===== config.mk =====
export PLATFORM = sky130hd
export DESIGN_NAME = cpu_write_buffer
export DESIGN_NICKNAME = d
export VERILOG_FILES = /design/src/rtl/cpu_write_buffer.sv
export SDC_FILE = /design/constraint.sdc
export NUM_CORES = 1
export LEC_CHECK = 0
export CAP_MARGIN = 40
export CORE_MARGIN = 2
export CORE_UTILIZATION = 50
export CTS_CLUSTER_DIAMETER = 50
export DETAILED_ROUTE_END_ITERATION = 16
export PLACE_DENSITY = 0.84
export SETUP_SLACK_MARGIN = 0.15
export SKIP_CTS_REPAIR_TIMING = 1
export SYNTH_ARGS = -nofsm -noshare
export SYNTH_HDL_FRONTEND = slang
export SYNTH_SLANG_ARGS = --single-unit

===== constraint.sdc =====
create_clock -name clk -period 7.81 [get_ports clk]
set_clock_uncertainty 0.2 [all_clocks]
set_input_delay 1.9525 -clock clk [delete_from_list [all_inputs] [get_ports clk]]
set_output_delay 1.9525 -clock clk [all_outputs]
set_load 0.05 [all_outputs]

===== src/rtl/cpu_write_buffer.sv =====
// Posted-write buffer: captures CPU writes into a FIFO, then drains each entry to the cache and then to SDRAM, in order.
// Latency: cpu_ack 1 edge after cpu_req; cache_req 1 edge after the push; pop on the edge that samples sdram_ack.
// Backpressure: while full, cpu_ack is withheld and the request waits; the drain blocks on cache_wr_ack and on sdram_ack.
//
// Ports:
//   clk, reset (async, active low)
//   cpu_*          : CPU write port (req held until ack; strobes active low)
//   cache_*        : head entry offered to the cache, req/ack (ack held until req drops)
//   sdram_*        : head entry issued to SDRAM, req/ack (ack is a one-cycle pulse)
//   empty, full    : FIFO/drain status for the read arbiter
module cpu_write_buffer #(
    parameter int DEPTH_LOG2 = 2
) (
    input  logic        clk,
    input  logic        reset,
    input  logic [31:0] cpu_addr,
    input  logic        cpu_req,
    input  logic        cpu_rwl,
    input  logic        cpu_rwu,
    input  logic [15:0] data_from_cpu,
    output logic        cpu_ack,
    output logic [31:0] cache_addr,
    output logic [15:0] cache_data,
    output logic        cache_rwl,
    output logic        cache_rwu,
    output logic        cache_req,
    input  logic        cache_wr_ack,
    output logic [31:0] sdram_addr,
    output logic [15:0] sdram_data,
    output logic        sdram_rwl,
    output logic        sdram_rwu,
    output logic        sdram_req,
    input  logic        sdram_ack,
    output logic        empty,
    output logic        full
);

    localparam int DEPTH   = 1 << DEPTH_LOG2;
    // Entry layout: {addr[31:1], rwu, rwl, data}
    localparam int ENTRY_W = 31 + 1 + 1 + 16;
    localparam logic [DEPTH_LOG2:0] FULL_CNT = {1'b1, {DEPTH_LOG2{1'b0}}};

    localparam logic [1:0] ST_IDLE     = 2'd0;
    localparam logic [1:0] ST_CACHE_WR = 2'd1;
    localparam logic [1:0] ST_SDRAM_WR = 2'd2;
    localparam logic [1:0] ST_RELEASE  = 2'd3;

    logic [ENTRY_W-1:0]    r_mem [DEPTH];
    logic [DEPTH_LOG2-1:0] r_wr_ptr;
    logic [DEPTH_LOG2-1:0] r_rd_ptr;
    logic [DEPTH_LOG2:0]   r_count;
    logic [1:0]            r_state;
    logic                  r_cpu_ack;
    logic                  r_cache_req;
    logic                  r_sdram_req;

    logic                  w_push;
    logic                  w_pop;
    logic                  w_full;
    logic [ENTRY_W-1:0]    w_head;
    logic [31:0]           w_head_addr;
    // Address bit 0 is a byte lane selector on the CPU side and is not stored.
    logic                  w_unused_addr0;

    assign w_unused_addr0 = cpu_addr[0];

    assign w_full = (r_count == FULL_CNT);
    // Only a fresh request (ack not yet given) may push, so a held request enqueues once.
    assign w_push = cpu_req && !r_cpu_ack && !w_full;
    assign w_pop  = (r_state == ST_SDRAM_WR) && sdram_ack;

    // Storage is deliberately left out of reset.
    always_ff @(posedge clk) begin
        if (w_push) begin
            r_mem[r_wr_ptr] <= {cpu_addr[31:1], cpu_rwu, cpu_rwl, data_from_cpu};
        end
    end

    always_ff @(posedge clk or negedge reset) begin
        if (!reset) begin
            r_wr_ptr  <= '0;
            r_rd_ptr  <= '0;
            r_count   <= '0;
            r_cpu_ack <= 1'b0;
        end else begin
            if (w_push) begin
                r_wr_ptr <= r_wr_ptr + 1'b1;
            end
            if (w_pop) begin
                r_rd_ptr <= r_rd_ptr + 1'b1;
            end
            case ({w_push, w_pop})
                2'b10:   r_count <= r_count + 1'b1;
                2'b01:   r_count <= r_count - 1'b1;
                default: r_count <= r_count;
            endcase
            // Ack follows the request down; it rises only on an actual push.
            r_cpu_ack <= cpu_req && (r_cpu_ack || !w_full);
        end
    end

    always_ff @(posedge clk or negedge reset) begin
        if (!reset) begin
            r_state     <= ST_IDLE;
            r_cache_req <= 1'b0;
            r_sdram_req <= 1'b0;
        end else begin
            case (r_state)
                ST_IDLE: begin
                    if (r_count != '0) begin
                        r_cache_req <= 1'b1;
                        r_state     <= ST_CACHE_WR;
                    end
                end
                ST_CACHE_WR: begin
                    if (cache_wr_ack) begin
                        r_cache_req <= 1'b0;
                        r_sdram_req <= 1'b1;
                        r_state     <= ST_SDRAM_WR;
                    end
                end
                ST_SDRAM_WR: begin
                    if (sdram_ack) begin
                        r_sdram_req <= 1'b0;
                        r_state     <= ST_RELEASE;
                    end
                end
                default: begin
                    // The cache may still be holding its ack from this entry;
                    // a new request must not overlap it.
                    if (!cache_wr_ack) begin
                        r_state <= ST_IDLE;
                    end
                end
            endcase
        end
    end

    assign w_head      = r_mem[r_rd_ptr];
    assign w_head_addr = {w_head[ENTRY_W-1:18], 1'b0};

    assign cache_addr = w_head_addr;
    assign cache_data = w_head[15:0];
    assign cache_rwl  = w_head[16];
    assign cache_rwu  = w_head[17];
    assign sdram_addr = w_head_addr;
    assign sdram_data = w_head[15:0];
    assign sdram_rwl  = w_head[16];
    assign sdram_rwu  = w_head[17];

    assign cpu_ack   = r_cpu_ack;
    assign cache_req = r_cache_req;
    assign sdram_req = r_sdram_req;
    assign full      = w_full;
    assign empty     = (r_count == '0) && (r_state == ST_IDLE);

endmodule

# Yosys cells after proc, flatten, opt, wreduce, memory -nomap -nowiden
# Memory sizes are Yosys's and may differ from the RTL's.
# Index checks and enable logic that the tools add are counted.
[word_totals] ff_bits=12 ram_bits=196 inputBits=55 word_cells=52 mem_count=1
[classes] add_sub_neg=4 n_eq_ne=9 n_mux=14 reduce_logical=17
[mem_list] name="r_mem" depth=4 word_bits=49 rd=1 rd_clocked_by_memory_dff=0 write_ports=1 line_no="48" rtl="logic [ENTRY_W-1:0] r_mem [DEPTH];"
[ops] op="$mux W2" n=4
[ops] op="$mux W1" n=6
[ops] op="$ne A2 B2 Y1 const B" n=3
[ops] op="$pmux W2 S3" n=1
[ops] op="$pmux W3 S2" n=1
[ops] op="$reduce_and A3 Y1" n=2
[ops] op="$reduce_bool A2 Y1" n=3
[ops] op="$logic_and A1 B1 Y1" n=5
[ops] op="$add A2 B1 Y2 const B" n=2
[ops] op="$eq A2 B1 Y1 const B" n=2
[ops] op="$eq A2 B2 Y1 const B" n=2
[ops] op="$ne A4 B1 Y1 const B" n=1
[ops] op="$pmux W1 S2" n=2
[ops] op="$reduce_and A4 Y1" n=1
[ops] op="$add A3 B1 Y3 const B" n=1
[ops] op="$eq A3 B3 Y1 const B" n=1
[ops] op="$logic_not A3 Y1" n=1
[ops] op="$reduce_bool A3 Y1" n=1
[ops] op="$sub A3 B1 Y3 const B" n=1
[ops] op="$logic_not A1 Y1" n=2
[ops] op="$logic_not A2 Y1" n=1
[ops] op="$logic_or A1 B1 Y1" n=1

# Logic depth before layout (Yosys ltp)
[logic_depth] word_depth=5 depth_mapped=9 ltp_nobuf=9

# Worst setup path after synthesis
# No wires, ideal clock.
[synth_path] path_type="input-to-reg" from="input port cpu_req" to="memory r_mem[0][0] in the netlist's numbering, enable pin" t_arrival_ns=3.440 t_required_ns=7.198 setup_slack_ns=3.759 stages=2 n_path_buf=0 path_cell_list="nor3b_4 and2_1"
[synth_between] elab_chain_cells=4
[synth_lines] element="from (decl)" line_no="17" rtl="input logic cpu_req,"
[synth_lines] element="$logic_and A1 B1 Y1 (2 in series)" line_no="69" rtl="assign w_push = cpu_req && !r_cpu_ack && !w_full;"
[synth_lines] element="$mux W1" line_no="74" rtl="if (w_push) begin"
[synth_lines] element="$mux W1 (implied by the code)" line_no="75" rtl="r_mem[r_wr_ptr] <= {cpu_addr[31:1], cpu_rwu, cpu_rwl, data_from_cpu};"
[synth_lines] element="to (decl)" line_no="48"
# No other way between the ends.

# Worst setup path in the final report
[layout_path] from="register r_rd_ptr[0]" to="output port sdram_data[12]"
[layout_between] elab_chain_cells=1
[layout_lines] element="from (decl)" line_no="50" rtl="logic [DEPTH_LOG2-1:0] r_rd_ptr;"
[layout_lines] element="from (signal assigned)" line_no="90" rtl="r_rd_ptr <= r_rd_ptr + 1'b1;"
[layout_lines] element="$mem_v2 Z4 W49"
[layout_lines] element="to (decl)" line_no="29" rtl="output logic [15:0] sdram_data,"
# No other way between the ends.

==> flow_metrics.tcl <==
set metrics [dict create \
    status "finished, final reports clean" \
    grt_first_pass_wirelength_um 22800 \
    cts_made_buffers 21 \
    critical_path_class "reg2out" \
    n_fill_cell 1074 \
    critPathSlowestCell "sky130_fd_sc_hd__dfrtp_4" \
    place_congestion 0.738 \
    htreeDepth 1 \
    yosysUniqueCellTypes 29 \
    post_synth_instance_area_um2 8200 \
    maximum_number_of_pins_on_one_net_before_global_route_repair 40 \
    finalSetupViolCount 0 \
    die_x_extent_um 132 \
    biggest_area_consumer_among_synthesized_cells "sky130_fd_sc_hd__edfxtp_1" \
    insertedDiodeCount 0 \
    number_of_global_route_vias_before_repair 4163 \
    register_area_um2 6190 \
    clock_path_buffers 3 \
    grt_antenna_before_repair 1 \
    tritoncts "done" \
    rrSetupSlack_ps 5110 \
    number_of_enable_type_register_cells_in_the_synthesized_netlist 196 \
    clk-insertion-delay-late_ps 480 \
    drt-vias-per-instance 5.32 \
    hold_violations 0 \
    drt_iter0_drc 220 \
    synth_async_sr_flop_share 0.0577 \
    worstSetupStartpointType "register" \
    postSynth.topFlopCell "sky130_fd_sc_hd__edfxtp_1" \
    critPathMaxFanout 27 \
    timing.critical_path.to_type "output port" \
    grt_total_usage 0.169 \
    slew_headroom 0.585 \
    dp.final_hpwl_um 9050 \
    path_clk_slew_ps 60 \
    synth_most_common_cell "sky130_fd_sc_hd__edfxtp_1" \
    synth_sequential_area_ratio 0.754 \
    io_buffers 156 \
    core_footprint_um2 15900 \
    initial_standard_cell_utilization_of_the_core 0.514 \
    row_count 46 \
    max_freq_mhz 200 \
    avgSynthCellArea_um2 21.9 \
    final_number_of_max_transition_violations 0 \
    finalWorstPathRequiredPeriod_ps 5010 \
    synth_seq_cells 208 \
    multi_input_comb_area_um2 1540 \
    routed_wirelength_um 14700 \
    netlist.area_leader.share 0.718 \
    netlist_instances 375 \
    ant_nets 0 \
    detail_route.wl_per_cell_um 20.2 \
    hold_path_class "reg2reg" \
    drc 0 \
    cp.arrival_ps 2860 \
    syn2layout_area_growth_pct 26.7 \
    routed-via-count 3866 \
    worstPathCellList "buf_16 > mux4_2 > clkdlybuf4s50_1" \
    grt-ovfl-total 0 \
    drt-pass1-iter-count 4 \
    tritoncts_num_sinks 208 \
    design.portCount 160 \
    timing.critical_path.buf_inv 2 \
    worst_path_top_cell_family_by_delay "buffers and inverters" \
    fin_tns_setup_ps 0 \
    final_min_period_over_clock_period 0.642 \
    biggest_area_contributors_in_the_synthesized_netlist "sky130_fd_sc_hd__edfxtp_1 72%, sky130_fd_sc_hd__mux4_2 13%, sky130_fd_sc_hd__buf_4 4.8%" \
    timing.max_cap.violations 0 \
    crit_path_max_incr_delay_ps 760 \
    max_slew.worst_pin.slew_ps 622 \
    worst-endpoint-required_ps 5660 \
    rsz0062_at_grt "no" \
    ys_top_cells_by_count "196 x sky130_fd_sc_hd__edfxtp_1, 52 x sky130_fd_sc_hd__buf_4, 49 x sky130_fd_sc_hd__mux4_2" \
    drive_above_1_share 0.190 \
    fp.dieArea_um2 17400 \
    die_height_um 132 \
    cts-root-buf "sky130_fd_sc_hd__clkbuf_16" \
    nNetsFinal 563 \
    yosysWarnings 0 \
]
## routing by layer
metal	share of wire	wire, um	vias up	global-route usage
met4	0.016	235	2	0.0405
li1	-	-	1690	-
met5	0.00089	13	-	0
met1	0.39	5750	2014	0.216
met2	0.52	7660	131	0.293
met3	0.069	1020	29	0.0427
## cell families after synthesis
kind of cell    Yosys count  synth area share
mux                      52             0.139
flops                   208             0.754
compound gates           10            0.0101
fa+ha+maj                10            0.0162
buf+inv                  74            0.0586
other cells               1          0.000457
simple gates             14            0.0151
xor+xnor                  6           0.00641
## through the flow
| stage | std cells | util | setup slack [ps] | hold WS [ps] | instance area (um2) |
|---|---|---|---|---|---|
| 3_3_place_gp | 690 | 0.605 | 3100 | 323 | 9650 |
| 6_report | 727 | 0.652 | 2800 | 367 | 10400 |
| 4_1_cts | 727 | 0.652 | 2710 | 377 | 10400 |
| 3_5_place_dp | 691 | 0.607 | 3250 | 342 | 9670 |
| 5_1_grt | 727 | 0.652 | 2650 | 409 | 10400 |
| 2_1_floorplan | 376 | - | 3760 | 312 | 8210 |
## final cells by class
class | count | share of cell area
flip-flops and latches | 208 | 0.596
multi-input cells | 94 | 0.149
clock buffers | 23 | 0.0513
clock inverters | 13 | 0.0181
repair buffers | 162 | 0.156
well taps | 216 | 0.0260
inverters | 11 | 0.00397
## cells in the final DEF, fill, tap and decap left out, types with 2 or more instances in the layout
cell and instances:
sky130_fd_sc_hd__and2_2 4, sky130_fd_sc_hd__buf_4 5, sky130_fd_sc_hd__bufinv_16 5, sky130_fd_sc_hd__clkbuf_1 2, sky130_fd_sc_hd__clkbuf_16 21, sky130_fd_sc_hd__clkdlybuf4s50_1 156
sky130_fd_sc_hd__clkinv_1 5, sky130_fd_sc_hd__clkinv_2 2, sky130_fd_sc_hd__conb_1 2, sky130_fd_sc_hd__dfrtp_1 10, sky130_fd_sc_hd__edfxtp_1 196, sky130_fd_sc_hd__ha_1 9
sky130_fd_sc_hd__inv_1 11, sky130_fd_sc_hd__mux4_2 49, sky130_fd_sc_hd__nand2_1 2, sky130_fd_sc_hd__nor2_1 2, sky130_fd_sc_hd__o21ai_0 5, sky130_fd_sc_hd__xnor2_1 3
sky130_fd_sc_hd__xor2_1 3
## worst reg2reg max path: cells and delay by family, from the launching register on
kind	cells	cell delay (ps)
and+or+nand+nor	3	1160
buffers and inverters	1	520
DFF	1	440
## path summary, 6_finish.rpt
check                      cells after the start             end        start
hold reg to reg                                2       sdram_req    sdram_req
max in group asynchronous                      1     r_rd_ptr[0]        reset
hold / removal                                 2       sdram_req    sdram_req
min in group asynchronous                      1     r_wr_ptr[0]        reset
setup reg to reg                               4    r_mem[2][37]   r_count[2]
setup / recovery                               3  sdram_data[12]  r_rd_ptr[0]
## flip-flops by register name, summed over array words and instances (netlist names)
name,count
r_mem,196
r_count,3
r_rd_ptr,2
r_state,2
r_wr_ptr,2
cache_req,1
cpu_ack,1
sdram_req,1
Power is not shown: default switching activity piles up to over one toggle a cycle in this logic, so the estimate is an artifact.
